==> src/rtl/cpu_sequencer.sv <==
// Instruction sequencer: fetch over req/ack, dispatch on decoder target state,
// drive the ALU start/done handshake and GPR write port, advance the PC.
module cpu_sequencer #(
   parameter logic [63:0] RESET_PC          = 64'h0,
   parameter logic [63:0] PC_STEP           = 64'd4,
   // Decoder target-state codes; must match the decoder's cpustate constants.
   parameter logic [3:0]  STATE_HALT        = 4'd0,
   parameter logic [3:0]  STATE_SRC1_TO_DST = 4'd1,
   parameter logic [3:0]  STATE_EXECUTE     = 4'd2
) (
   input  logic        i_clk,
   input  logic        i_rst_n,
   output logic        o_imem_req,
   output logic [63:0] o_imem_addr,
   input  logic        i_imem_ack,
   input  logic [31:0] i_imem_data,
   output logic [31:0] o_insn,
   input  logic        i_dec_valid,
   input  logic [3:0]  i_dec_to_state,
   input  logic [63:0] i_dec_src1,
   input  logic [4:0]  i_dec_dst,
   output logic        o_alu_start,
   input  logic        i_alu_done,
   input  logic [63:0] i_alu_result,
   output logic        o_gpr_we,
   output logic [4:0]  o_gpr_waddr,
   output logic [63:0] o_gpr_wdata,
   output logic [63:0] o_pc,
   output logic        o_halted,
   output logic        o_fault
);

   typedef enum logic [2:0] {
      S_FETCH,
      S_DECODE,
      S_EXEC,
      S_EXWAIT,
      S_WB,
      S_HALT,
      S_FAULT
   } state_t;

   state_t state;
   state_t next_state;

   logic fetch_done;
   logic load_dst;
   logic load_src1;
   logic load_result;

   assign o_imem_addr = o_pc;

   always_comb begin
      next_state  = state;
      fetch_done  = 1'b0;
      load_dst    = 1'b0;
      load_src1   = 1'b0;
      load_result = 1'b0;
      case (state)
         S_FETCH: begin
            // Ack only counts once the request is actually on the port.
            if (o_imem_req && i_imem_ack) begin
               fetch_done = 1'b1;
               next_state = S_DECODE;
            end
         end
         S_DECODE: begin
            if (!i_dec_valid) begin
               next_state = S_FAULT;
            end else if (i_dec_to_state == STATE_HALT) begin
               next_state = S_HALT;
            end else if (i_dec_to_state == STATE_SRC1_TO_DST) begin
               load_dst   = 1'b1;
               load_src1  = 1'b1;
               next_state = S_WB;
            end else if (i_dec_to_state == STATE_EXECUTE) begin
               load_dst   = 1'b1;
               next_state = S_EXEC;
            end else begin
               next_state = S_FAULT;
            end
         end
         S_EXEC: begin
            next_state = S_EXWAIT;
         end
         S_EXWAIT: begin
            if (i_alu_done) begin
               load_result = 1'b1;
               next_state  = S_WB;
            end
         end
         S_WB: begin
            next_state = S_FETCH;
         end
         S_HALT: begin
            next_state = S_HALT;
         end
         S_FAULT: begin
            next_state = S_FAULT;
         end
         default: begin
            next_state = S_FAULT;
         end
      endcase
   end

   // Strobes are registered from next_state so they are clean flops and all
   // read zero while reset is held.
   always_ff @(posedge i_clk or negedge i_rst_n) begin
      if (!i_rst_n) begin
         state       <= S_FETCH;
         o_imem_req  <= 1'b0;
         o_alu_start <= 1'b0;
         o_gpr_we    <= 1'b0;
         o_halted    <= 1'b0;
         o_fault     <= 1'b0;
      end else begin
         state       <= next_state;
         o_imem_req  <= (next_state == S_FETCH);
         o_alu_start <= (next_state == S_EXEC);
         o_gpr_we    <= (next_state == S_WB);
         o_halted    <= (next_state == S_HALT) || (next_state == S_FAULT);
         o_fault     <= (next_state == S_FAULT);
      end
   end

   always_ff @(posedge i_clk or negedge i_rst_n) begin
      if (!i_rst_n) begin
         o_insn      <= '0;
         o_gpr_waddr <= '0;
         o_gpr_wdata <= '0;
         o_pc        <= RESET_PC;
      end else begin
         if (fetch_done) begin
            o_insn <= i_imem_data;
         end
         if (load_dst) begin
            o_gpr_waddr <= i_dec_dst;
         end
         if (load_src1) begin
            o_gpr_wdata <= i_dec_src1;
         end else if (load_result) begin
            o_gpr_wdata <= i_alu_result;
         end
         if (state == S_WB) begin
            o_pc <= o_pc + PC_STEP;
         end
      end
   end

endmodule

==> config.mk <==
export PLATFORM = sky130hd
export DESIGN_NAME = cpu_sequencer
export DESIGN_NICKNAME = d
export VERILOG_FILES = /design/src/rtl/cpu_sequencer.sv
export SDC_FILE = /design/constraint.sdc
export NUM_CORES = 1
export LEC_CHECK = 0
export BUFFER_PORTS_ARGS = -buffer_cell sky130_fd_sc_hd__buf_4
export CORE_AREA = 5 5 154 156
export CTS_CLUSTER_SIZE = 20
export DETAILED_ROUTE_END_ITERATION = 8
export DIE_AREA = 0 0 159 161
export PLACE_DENSITY = 0.74
export SLEW_MARGIN = 10
export SYNTH_ARGS = -nofsm -noshare
export SYNTH_HDL_FRONTEND = slang
export SYNTH_SLANG_ARGS = --single-unit
==> constraint.sdc <==
create_clock -name i_clk -period 4 [get_ports i_clk]
set_clock_uncertainty 0.05 [all_clocks]
set_input_delay 0.4 -clock i_clk [delete_from_list [all_inputs] [get_ports i_clk]]
set_output_delay 0.4 -clock i_clk [all_outputs]
set_load 0.05 [all_outputs]
==> impl_metrics.json <==
{
  "status": "finished with violations",
  "violations": "negative hold slack",
  "firstDrtPassIters": 5,
  "cts_made_buffers": 17,
  "syn_to_final_growth_pct": 43.3,
  "setup_violations": 0,
  "drtAntennaViolNets": 0,
  "synth_warnings": 0,
  "relSlewSlack_pct": 20.5,
  "cts_buffer_depth": 2,
  "yosysTopAreaCell": "dfrtp_1",
  "finalHoldViolCount": 6,
  "whs_ps": -13.9,
  "seq_area_um2": 4280,
  "synth_cell_type_count": 42,
  "start_util_pct": 35.7,
  "clk_latency_ps": 420,
  "rsz0062_at_grt": "no",
  "final_cells": 1308,
  "clock_sinks": 171,
  "period_share_pct": 66.8,
  "drt_iter0_markers": 323,
  "viasPerCell": 5.00,
  "multi_input_area_um2": 3000,
  "synth_top_area_share_pct": 54.0,
  "yosysSeqAreaShare_pct": 54.0,
  "die-area_um2": 25600,
  "die_x_um": 159,
  "final_area_um2": 11400,
  "fmaxAchievable_mhz": 374,
  "slew_violations": 0,
  "cts-root-buf": "clkbuf_16",
  "cts_setup_buffers": 0,
  "clk_pin_slew_worst_paths_ps": 70,
  "fp.dieH_um": 161,
  "ir_drop_v": 0.000373,
  "cts_tree": "yes",
  "hp-class": "in2async",
  "grt_max_degree": 90,
  "worst_setup_path_start_kind": "flop",
  "arrival_ps": 2910,
  "synth.avg_cell_area_um2": 11.8,
  "diodes": 0,
  "fin_crit_ps": 2670,
  "finalSetupTns_ps": 0,
  "gp_congestion": 0.821,
  "postPlaceCellArea_um2": 10800,
  "io_pins": 408,
  "cp.required_ps": 4230,
  "path_max_fanout": 11,
  "core.rowCount": 55,
  "synth_cells": 673,
  "postSynthRegisterBits": 171,
  "routed_wl_mm": 24.4,
  "port_buffers": 403,
  "grt_pass1_wl_mm": 38.5,
  "dp.cells": 1276,
  "nets": 1185,
  "worst_pin_slew_ps": 1190,
  "postCtsResizedCells": 0,
  "fillerInstances": 2016,
  "worstSetupPathType": "reg2reg",
  "track_usage_pct": 18.6,
  "postCtsHoldBufs": 0,
  "grt_overflow_total": 0,
  "syn_area_um2": 7930,
  "worst_setup_path_end_kind": "flop",
  "ys_top_cells_by_area": "dfrtp_1 (54%), a22o_1 (7.1%), buf_4 (6.4%)",
  "dp_hpwl_mm": 19.0,
  "power.density_nw_per_um2": 714,
  "grt_pass1_vias": 6826,
  "leakagePower_nw": 6.16,
  "coreArea_um2": 22200,
  "antenna_found_initial": 0,
  "vias": 6534,
  "cts.htree.levels": 4,
  "drc": 0,
  "routedWlPerCell_um": 18.7,
  "drive_above_1_share_pct": 47.9,
  "cap_violations": 0
}
[critical path, cell delays in order (launching register included)]
cell and delay (ps):
dfrtp_1 580, nor3b_4 380, nand4_1 290, or4b_4 680, nor4_1 440, xor2_1 120
[cells in the final DEF (no fill, tap or decap), drive strengths merged]
master and n:
or3 1, or4b 1, and4 3, a21o 64, buf 408, and3b 2
inv 24, nand4b 1, a22oi 1, or3b 1, o21ai 2, clkbuf 17
mux2i 1, nor3b 1, nand4 23, o221ai 1, nor4b 1, xor2 29
and2 2, a22o 64, dfrtp 171, nand2 27, nor2b 1, a21oi 2
clkinv 5, or4 1, conb 4, xnor2 33, nor4 11, or2 1
nor3 22, mux2 38, and3 10, ha 1, nor2 24, nand3 23
nand4bb 1, o21a 1
[through the flow]
step           hold slack, ps  power [mW]  worst slack [ps]  util [%]
4_1_cts                  32.3        8.22              1250      51.1
6_report                -13.9        8.11              1330      51.1
3_3_place_gp              411        6.47              1100      48.4
3_5_place_dp              417        6.54              1070      48.4
2_1_floorplan            54.4        5.21              1540         -
5_1_grt                  68.2        8.49              1080      51.1
[sequential cells by signal (all words and copies together), names as in the netlist]
name and flops:
o_alu_start 1, state 3, o_halted 1, o_imem_addr 62, o_gpr_waddr 5, o_gpr_wdata 64, o_gpr_we 1, o_fault 1
o_insn 32, o_imem_req 1
[per-layer routing]
| metal | GRT usage (%) | share of wire [%] | vias up | wire length, µm |
|---|---|---|---|---|
| li1 | - | - | 3012 | - |
| met2 | 31.3 | 50 | 298 | 12300 |
| met3 | 5.89 | 8.4 | 47 | 2060 |
| met4 | 7.21 | 3.3 | 0 | 801 |
| met5 | 0 | 0 | - | 0 |
| met1 | 22.2 | 38 | 3177 | 9290 |
[area by class of cell]
type                    count  area share, %
flip-flops and latches    171           37.7
repair buffers            408           27.1
multi-input cells         398           26.4
clock buffers              17           3.74
well taps                 285           3.14
clock inverters            15           1.48
inverters                  14          0.463
[synthesized netlist by cell type (all sizes together)]
cell     count
a21o        64
a21oi        2
a22o        64
a22oi        1
and2         2
and3        10
and3b        2
and4         3
buf         78
clkbuf      15
conb         1
dfrtp      171
ha           1
inv         14
mux2        38
mux2i        1
nand2       27
nand3       23
nand4       23
nand4b       1
nand4bb      1
nor2        24
nor2b        1
nor3        22
nor3b        1
nor4        11
nor4b        1
o21a         1
o21ai        2
o221ai       1
or2          1
or3          1
or3b         1
or4          1
or4b         1
xnor2       33
xor2        29
[power by group]
part           internal (mW)  switching (mW)  leakage (nW)
logic                   1.26            2.60          3.62
clock network          0.845           0.812         0.292
registers               2.24           0.352          2.25
[cell families (layout without fill, tap and decap cells)]
kind of cell,count (synthesis),count (layout),share of synthesized area (%)
other,1,4,0.0473
AOI/OAI and AO/OA,135,135,13.7
buffers and inverters,107,454,8.52
and+or+nand+nor,157,157,11.3
adders and majority gates,1,1,0.158
DFF,171,171,54.0
muxes,39,39,5.52
xor gates and xnor gates,62,62,6.85
[path summary, 6_finish.rpt]
| path | endpoint | slack (ps) | cells past startpoint | from |
|---|---|---|---|---|
| max in group asynchronous | o_insn[10] | 3010 | 2 | i_rst_n |
| setup reg to reg | o_imem_addr[63] | 1330 | 5 | state[2] |
| hold reg to reg | o_gpr_wdata[49] | 430 | 1 | o_gpr_wdata[49] |
| min in group i_clk | o_insn[17] | 150 | 2 | i_imem_data[17] |
| hold / removal | o_imem_addr[17] | -10 | 1 | i_rst_n |
| setup / recovery | o_imem_addr[63] | 1330 | 5 | state[2] |
Power figures use the tool's default switching activity.
